**config.mk**
```make
export PLATFORM = sky130hd
export DESIGN_NAME = brent_stream_accumulator_flat
export DESIGN_NICKNAME = d
export VERILOG_FILES = /design/src/rtl/brent_stream_accumulator_if.sv /design/src/rtl/brent_stream_accumulator.sv /design/src/flat_wrapper.sv
export SDC_FILE = /design/constraint.sdc
export NUM_CORES = 1
export LEC_CHECK = 0
export ABC_CLOCK_PERIOD_IN_PS = 4650
export CAP_MARGIN = 20
export CORE_ASPECT_RATIO = 0.7
export CORE_MARGIN = 10
export CORE_UTILIZATION = 40
export DETAILED_ROUTE_END_ITERATION = 10
export GPL_TIMING_DRIVEN = 0
export HOLD_SLACK_MARGIN = 0.02
export MAX_ROUTING_LAYER = met4
export PLACE_DENSITY = 0.66
export SYNTH_ARGS = -nofsm -noshare
export SYNTH_HDL_FRONTEND = slang
export SYNTH_SLANG_ARGS = --single-unit
```
**constraint.sdc**
```tcl
create_clock -name clk -period 4.65 [get_ports clk]
set_input_delay 0.93 -clock clk [delete_from_list [all_inputs] [get_ports clk]]
set_output_delay 0.93 -clock clk [all_outputs]
set_load 0.01 [all_outputs]
```
**src/rtl/brent_stream_accumulator_if.sv**
```systemverilog
// Operand/result stream bundle for brent_stream_accumulator (valid/ready on both sides).
// The abort signal exists only when BRENT_ACC_ABORT_EN is defined.
interface brent_stream_accumulator_if #(
  parameter int N     = 32,
  parameter int CNT_W = 8
);
  logic                 start;
  logic [CNT_W-1:0]     len;
  logic                 in_valid;
  logic                 in_ready;
  logic [N-1:0]         in_data;
  logic                 in_cin;
  logic                 out_valid;
  logic                 out_ready;
  logic [N+CNT_W-1:0]   out_sum;
`ifdef BRENT_ACC_ABORT_EN
  logic                 abort;
`endif

  modport master (
`ifdef BRENT_ACC_ABORT_EN
    output abort,
`endif
    output start, len, in_valid, in_data, in_cin, out_ready,
    input  in_ready, out_valid, out_sum
  );

  modport slave (
`ifdef BRENT_ACC_ABORT_EN
    input  abort,
`endif
    input  start, len, in_valid, in_data, in_cin, out_ready,
    output in_ready, out_valid, out_sum
  );
endinterface

```
**src/rtl/brent_stream_accumulator.sv**
```systemverilog
// Burst accumulator: sums LEN operand beats (data + cin) through one Brent-Kung adder.
// Define BRENT_ACC_ABORT_EN to add the abort input that cancels a burst in ACCUM or DONE.
module brent_stream_accumulator #(
  parameter int N     = 32,
  parameter int CNT_W = 8
) (
  input logic                       clk,
  input logic                       rst,
  brent_stream_accumulator_if.slave bus
);
  localparam int LOGN = (N > 1) ? $clog2(N) : 1;
  localparam int NP   = 1 << LOGN;
  localparam int AW   = N + CNT_W;

  typedef enum logic [1:0] {IDLE, ACCUM, DONE} state_t;

  state_t           state_q, state_d;
  logic [AW-1:0]    acc_q, acc_d;
  logic [CNT_W-1:0] cnt_q, cnt_d, len_q, len_d, cnt_inc;
  logic [N:0]       bk_sum;
  logic             beat, abort_w;

  // Operands are zero-padded to a power of two so the up/down sweep covers every bit.
  function automatic logic [N:0] brent_add(input logic [N-1:0] a,
                                           input logic [N-1:0] b,
                                           input logic         cin);
    logic [NP-1:0] g;
    logic [NP-1:0] p;
    logic [N-1:0]  hp;
    logic [N:0]    s;
    g        = '0;
    p        = '0;
    hp       = a ^ b;
    g[N-1:0] = a & b;
    p[N-1:0] = hp;
    g[0]     = g[0] | (p[0] & cin);
    for (int d = 0; d < LOGN; d++)
      for (int i = 0; i < NP; i++)
        if ((i + 1) % (2 << d) == 0) begin
          g[i] = g[i] | (p[i] & g[i - (1 << d)]);
          p[i] = p[i] & p[i - (1 << d)];
        end
    for (int d = LOGN - 2; d >= 0; d--)
      for (int i = 0; i < NP; i++)
        if (((i + 1) % (2 << d) == (1 << d)) && (i >= (2 << d))) begin
          g[i] = g[i] | (p[i] & g[i - (1 << d)]);
          p[i] = p[i] & p[i - (1 << d)];
        end
    s[0] = hp[0] ^ cin;
    for (int i = 1; i < N; i++)
      s[i] = hp[i] ^ g[i - 1];
    s[N] = g[N - 1];
    return s;
  endfunction

`ifdef BRENT_ACC_ABORT_EN
  assign abort_w = bus.abort;
`else
  assign abort_w = 1'b0;
`endif

  assign beat    = bus.in_valid & (state_q == ACCUM);
  assign bk_sum  = brent_add(acc_q[N-1:0], bus.in_data, bus.in_cin);
  assign cnt_inc = cnt_q + CNT_W'(1);

  assign bus.in_ready  = (state_q == ACCUM);
  assign bus.out_valid = (state_q == DONE);
  assign bus.out_sum   = acc_q;

  always_comb begin
    state_d = state_q;
    acc_d   = acc_q;
    cnt_d   = cnt_q;
    len_d   = len_q;
    unique case (state_q)
      IDLE: begin
        if (bus.start) begin
          acc_d   = '0;
          cnt_d   = '0;
          len_d   = bus.len;
          state_d = (bus.len == '0) ? DONE : ACCUM;
        end
      end
      ACCUM: begin
        if (beat) begin
          acc_d = {acc_q[AW-1:N] + CNT_W'(bk_sum[N]), bk_sum[N-1:0]};
          cnt_d = cnt_inc;
          if (cnt_inc == len_q) state_d = DONE;
        end
      end
      DONE: begin
        if (bus.out_ready) state_d = IDLE;
      end
      default: state_d = IDLE;
    endcase
    // Abort overrides any beat or result handshake in the same cycle.
    if (abort_w && (state_q != IDLE)) begin
      state_d = IDLE;
      acc_d   = '0;
      cnt_d   = '0;
    end
  end

  always_ff @(posedge clk or posedge rst) begin
    if (rst) begin
      state_q <= IDLE;
      acc_q   <= '0;
      cnt_q   <= '0;
      len_q   <= '0;
    end else begin
      state_q <= state_d;
      acc_q   <= acc_d;
      cnt_q   <= cnt_d;
      len_q   <= len_d;
    end
  end
endmodule

```
**src/flat_wrapper.sv**
```systemverilog
// flat-port wrapper written by rule: the top's interface ports become plain ports
module brent_stream_accumulator_flat 
#(
  parameter int N     = 32,
  parameter int CNT_W = 8
)
  (clk, rst, bus_start, bus_len, bus_in_valid, bus_in_data, bus_in_cin, bus_out_ready, bus_in_ready, bus_out_valid, bus_out_sum);
  brent_stream_accumulator_if #(.N(N), .CNT_W(CNT_W)) bus_i ();
  input logic clk;
  input logic rst;
  input wire logic [$bits(bus_i.start)-1:0] bus_start;
  input wire logic [$bits(bus_i.len)-1:0] bus_len;
  input wire logic [$bits(bus_i.in_valid)-1:0] bus_in_valid;
  input wire logic [$bits(bus_i.in_data)-1:0] bus_in_data;
  input wire logic [$bits(bus_i.in_cin)-1:0] bus_in_cin;
  input wire logic [$bits(bus_i.out_ready)-1:0] bus_out_ready;
  output wire logic [$bits(bus_i.in_ready)-1:0] bus_in_ready;
  output wire logic [$bits(bus_i.out_valid)-1:0] bus_out_valid;
  output wire logic [$bits(bus_i.out_sum)-1:0] bus_out_sum;
  assign bus_i.start = bus_start;
  assign bus_i.len = bus_len;
  assign bus_i.in_valid = bus_in_valid;
  assign bus_i.in_data = bus_in_data;
  assign bus_i.in_cin = bus_in_cin;
  assign bus_i.out_ready = bus_out_ready;
  assign bus_in_ready = bus_i.in_ready;
  assign bus_out_valid = bus_i.out_valid;
  assign bus_out_sum = bus_i.out_sum;
  brent_stream_accumulator #(.N(N), .CNT_W(CNT_W)) u_core (.clk(clk), .rst(rst), .bus(bus_i));
endmodule
```
After elaboration in Yosys (flattened, before gate mapping)
Index checks and enable logic that the tools add are counted.
{"block": "word_totals", "reg_bits": 58, "latch_bits": 0, "ramBits": 0, "rom_bits": 0, "out_inout_bits": 42, "elab_cells": 208, "memories": 0}
{"block": "classes", "n_addsub": 2, "n_mul": 0, "n_div": 0, "n_lt_le_gt_ge": 0, "n_eq_ne": 7, "n_shift": 0, "n_mux": 12, "bitwise": 177, "reduce_logical": 6}
{"op": "$and 1x1->1", "n": 85}
{"op": "$mux 40", "n": 2}
{"op": "$pmux 40 s2", "n": 1}
{"op": "$or 1x1->1", "n": 58}
{"op": "$and 32x32->32", "n": 1}
{"op": "$xor 1x1->1", "n": 32}
{"op": "$xor 32x32->32", "n": 1}
{"op": "$mux 8", "n": 2}
{"op": "$pmux 8 s2", "n": 1}
{"op": "$mux 2", "n": 5}
{"op": "$add 8x1->8", "n": 1}
{"op": "$add 8x1->8 const B", "n": 1}
{"op": "$eq 8x8->1", "n": 1}
{"op": "$logic_not 8->1", "n": 1}
{"op": "$pmux 2 s3", "n": 1}
{"op": "$ne 2x1->1 const B", "n": 2}
{"op": "$ne 2x2->1 const B", "n": 2}
{"op": "$reduce_and 4->1", "n": 1}
{"op": "$reduce_and 3->1", "n": 1}
{"op": "$eq 2x1->1 const B", "n": 1}
{"op": "$eq 2x2->1 const B", "n": 1}
{"op": "$logic_not 2->1", "n": 1}
{"op": "$reduce_and 2->1", "n": 1}
{"op": "$reduce_bool 2->1", "n": 1}

Depth between registers and ports, before layout
Gate-level depths: netlist of run 1.
{"block": "logic_depth", "depth_word": 22, "ltp_mapped": 16}

Worst setup path after synthesis of run 1
No wires, ideal clock.
{"block": "synth_path", "path_type": "input to register", "startpoint": "input port bus_in_cin", "endpoint": "register u_core.acc_q[37], in the netlist u_core.bus.out_sum[37]", "setup_time_ns": 0.134, "arrival_ns": 3.600, "t_required_ns": 4.516, "slack_ns": 0.916, "stages": 16, "path_buffers": 0, "path_cell_list": "fa_1 -> inv_1 -> fa_1 -> nor2b_1 -> o2111a_1 -> o21ai_0 -> and3_4 -> o31a_1 -> o31a_1 -> o21ai_1 -> ha_1 -> nand3_1 -> nor2_1 -> nand3_1 -> xor2_1 -> nor2_1"}
{"block": "synth_between", "elab_chain_cells": 15}
{"element": "start: declaration", "line": "flat_wrapper.sv:15", "text": "input wire logic [$bits(bus_i.in_cin)-1:0] bus_in_cin;"}
{"element": "$and 1x1->1", "line": "brent_stream_accumulator.sv:36", "text": "g[0] = g[0] | (p[0] & cin);"}
{"element": "$or 1x1->1", "line": "brent_stream_accumulator.sv:36"}
{"element": "$and 1x1->1", "line": "brent_stream_accumulator.sv:40", "text": "g[i] = g[i] | (p[i] & g[i - (1 << d)]);"}
{"element": "$or 1x1->1", "line": "brent_stream_accumulator.sv:40"}
{"element": "$and 1x1->1", "line": "brent_stream_accumulator.sv:40"}
{"element": "$or 1x1->1", "line": "brent_stream_accumulator.sv:40"}
{"element": "$and 1x1->1", "line": "brent_stream_accumulator.sv:40"}
{"element": "$or 1x1->1", "line": "brent_stream_accumulator.sv:40"}
{"element": "$and 1x1->1", "line": "brent_stream_accumulator.sv:40"}
{"element": "$or 1x1->1", "line": "brent_stream_accumulator.sv:40"}
{"element": "$and 1x1->1", "line": "brent_stream_accumulator.sv:40"}
{"element": "$or 1x1->1", "line": "brent_stream_accumulator.sv:40"}
{"element": "$add 8x1->8", "line": "brent_stream_accumulator.sv:86", "text": "acc_d = {acc_q[AW-1:N] + CNT_W'(bk_sum[N]), bk_sum[N-1:0]};"}
{"element": "$mux 40", "line": "brent_stream_accumulator.sv:85", "text": "if (beat) begin"}
{"element": "$pmux 40 s2", "line": "brent_stream_accumulator.sv:75", "text": "unique case (state_q)"}
{"element": "end signal: assignment", "line": "brent_stream_accumulator.sv:107", "text": "acc_q <= '0;"}
{"element": "end signal: assignment", "line": "brent_stream_accumulator.sv:112", "text": "acc_q <= acc_d;"}
{"element": "end: declaration", "line": "brent_stream_accumulator.sv:18", "text": "logic [AW-1:0] acc_q, acc_d;"}
Every way passes these cells. The select of a mux whose other input is x is not followed.
A chain may end at the register's enable or synchronous reset.

Final worst setup path of run 1
{"block": "layout_path", "startpoint": "input port bus_in_cin", "endpoint": "register u_core.acc_q[39], in the netlist u_core.bus.out_sum[39]"}
The elaborated chain is that of the path after synthesis.

==> results.md, run 1 <==
- Max_slew headroom: 40.7%
- CTS Root Cell: clkbuf_16
- Final GP Congestion: just over 0.8
- Most common cell in the netlist: dfrtp_1
- DP HPWL: a little over 8 mm
- Count of different cell masters after synthesis: 42
- Synth cell count leaders: 58 x dfrtp_1, 42 x nand2_1, 33 x ha_1
- Design Power: 3.36 mW
- Vias/cell: between 5 and 6
- Die Width: between 100 and 150 µm
- Starting Density: a little over two fifths
- Depth of the CTS H-tree: 3
- Pin count of the biggest net entering global routing: 40
- FP Rows: 29
- DRT Pass-1 Iters: 4
- Switching Fraction: 39.3%
- Mapped Nets: a little under 500
- Final clock skew: 0.00766 ns
- DR iter-0 viols: 96
- Async set-reset flop share out of synthesis: 100%
- P&R area growth vs syn: 34.5%
- FF+latch count, synth: slightly below 60
- Vias post-DR: between 3000 and 4000
- Synth Warn #: 0
- DRC viols: 0
- Vias in the first global route: 3329
- Final core occ: approximately 56%
- Post-synth EDFFs: 0
- Pwr per Cell Area: between 600 and 700 nW/µm²
- Core area: roughly 9200 µm²
- Post-Synthesis Cells: 389
- Final Hold Vio Count: 0
- Area leader, netlist: dfrtp_1
- WS Path Type: in2reg
- Hold_sp: u_core.bus.out_sum[17]
- Critical Path Fanout Max: 4
- Setup Fix Bufs, Post-CTS: 0
- Synth Cell Area: slightly below 4000 µm²
- Minimum clock period: 4.35 ns
- Hold Path Stages: 2
- Worst-path clk slew: ~0.05 ns
- Boundary pin count: 88
- Initial antenna violation count: 0
- Syn_area_per_cell: 9.88 µm²
- Die area: around 14000 µm²
- WL final: about 10 mm
- Post-CTS Resized: 0
- Worst-Skew Late Latency: 0.33 ns
- Pleak: around 2.3 nW
- Status: complete, no violations
- CTS tree: yes
- DIE HEIGHT: a little over 100 µm
- Placed inst area: 4890 µm²
- Reg2reg setup slack: between 0.9 and 1 ns
- Final Setup Violations: 0
- Worst setup SP type: input port
- Post-cts hold buffer count: 0
- Final instance area: roughly 5200 µm²
- Reg power frac: 28.3%
- Critical path launch point: bus_in_cin
- FILL cells: 849
- Worst setup EP type: flop
- Slew @ Worst Pin: between 0.8 and 0.9 ns
- Unrepaired setup endpoints after global routing: no
- GRT overflow: 0
- Critical Path AT: roughly 4.5 ns
- Gate power share: ~53%
- Primary flip-flop cell chosen by synthesis mapping: dfrtp_1
- Number of port buffers: between 80 and 90
- Final ANT Viol Nets: 0
- Total net switching power: approximately 1.3 mW
- Top cell type's share of synthesized area: between 30 and 40%
- Clock sinks: 58
- Req. time, crit path: between 4 and 5 ns
- Final #Nets: between 500 and 600
- FF-to-FF End: u_core.bus.out_sum[39]
- Worst r2r src: u_core.bus.out_sum[0]
- Worst hold endpoint: u_core.bus.out_sum[17]
- Internal cell power: between 2 and 2.5 mW
- Hold Crit Class: reg2reg
- Maximum root-to-sink buffer count: 2
- Fin. max-slew vios: 0
- Fin crit share: between 90% and 100%
- Synth area leaders: dfrtp_1 38%, ha_1 11%, fa_1 8.9%
- Clk pwr share: 19.0%
- Maxcap violations: 0
- Total CTS buffers: 9
- Post-synthesis sequential area ratio: 37.8%
- Hold_ws: 0.512 ns
- Worst vdd ir: around 0.27 mV
- Antenna Cells: 0
- GRT Util Overall: 16.1%
- First-pass GRT wire length: 17.2 mm
- WL per Instance: around 17 µm
- Share of layout cells above drive strength 1: between 5 and 6%
- Fmax: 230 MHz
- Worst r2r path cells: 16
power groups by stage:
stage,Sequential [mW],Combinational (mW),Clock [mW]
floorplan,0.976,1.08,0
global placement,0.951,1.74,0
detailed placement,0.956,1.78,0
CTS,0.955,1.80,0.655
global route,0.991,2.01,0.675
finish,0.951,1.77,0.637
per-layer routing:
metal  part of all wire [%]  vias to the layer above  GRT usage (%)
met2                     44                       81           23.9
met4                   0.32                        0           2.42
met1                     49                     1569           21.1
met3                    6.2                        4           5.54
li1                       -                     1557              -
met5                      0                        -              -
through the flow:
step / worst slack, ns / setup TNS (ns) / std cells
floorplan: 0.916 / 0 / 389
global placement: -0.0600 / -0.155 / 600
detailed placement: -0.0891 / -0.393 / 601
CTS: 0.205 / 0 / 617
global route: 0.0869 / 0 / 617
finish: 0.301 / 0 / 617
layout make-up:
class                      instances  area, µm²  share of cell area [%]
buffer                            10       37.5                   0.726
inverter                          24       90.1                    1.74
clock buffer                      13        240                    4.65
timing repair buffer              88        891                    17.2
clock inverter                     3       40.0                   0.774
multi-input combinational        297       2260                    43.8
sequential                        58       1450                    28.1
tap                              124        155                    3.00
worst max-delay path by stage:
stage / to
global placement: u_core.bus.out_sum[36]
detailed placement: u_core.bus.out_sum[38]
floorplan: u_core.bus.out_sum[37]
global route: u_core.bus.out_sum[39]
CTS: u_core.bus.out_sum[38]
finish: u_core.bus.out_sum[39]
state kept, by name, summed over array words and instances (netlist names):
| signal | cells |
|---|---|
| u_core.bus.out_sum | 40 |
| u_core.len_q | 8 |
| u_core.state_q | 2 |
| u_core.cnt_q | 8 |
layout by cell type, fill, tap and decap left out, types with 2 or more instances in the layout:
cell type	count
o21bai_1	2
nor2_1	26
clkdlybuf4s50_1	87
nand2_1	42
or3_1	3
nand3_1	10
nand2b_1	5
clkbuf_1	14
nand4_1	4
nor2b_1	3
fa_1	17
ha_1	33
inv_1	23
nor3_1	7
o211a_1	2
o21ai_0	32
o21ai_1	3
a21oi_1	15
mux2_2	8
a21o_1	10
o21a_1	5
xnor2_1	11
a31oi_1	3
clkinv_2	2
a22o_1	11
o31ai_1	9
dfrtp_1	58
clkbuf_16	9
o31a_1	2
xor2_1	19
worst max-delay path, cell delays in order:
cell and delay, ns:
clkdlybuf4s50_1 0.49, fa_1 0.17, inv_1 0.05, fa_1 0.44
nor2b_1 0.18, o2111a_1 0.23, o21ai_0 0.15, and3_4 0.23
o31a_1 0.34, o31a_1 0.35, o21ai_1 0.15, ha_1 0.18
nand3_1 0.08, nor2_1 0.23, nand3_1 0.15, xor2_1 0.15
nor2_1 0.05
cells by family after synthesis:
group / Yosys count / share of synthesized area (%)
buffers and inverters: 34 / 3.32
adders and majority gates: 50 / 19.6
DFF: 58 / 37.8
and+or+nand+nor: 109 / 13.2
muxes: 8 / 2.34
AOI/OAI and AO/OA: 100 / 16.9
xor gates and xnor gates: 30 / 6.84
No activity file was read; power rests on OpenSTA's default activity.
==> inputs of run 2 (changes only) <==
CAP_MARGIN = not set   (was 20)
==> results of run 2 <==
Same layout as run 1: the final DEF is identical, and so are final timing and power.
==> inputs of run 3 (changes only) <==
CAP_MARGIN = 0   (was not set)
==> results of run 3 <==
Same layout as run 1: the final DEF is identical, and so are final timing and power.
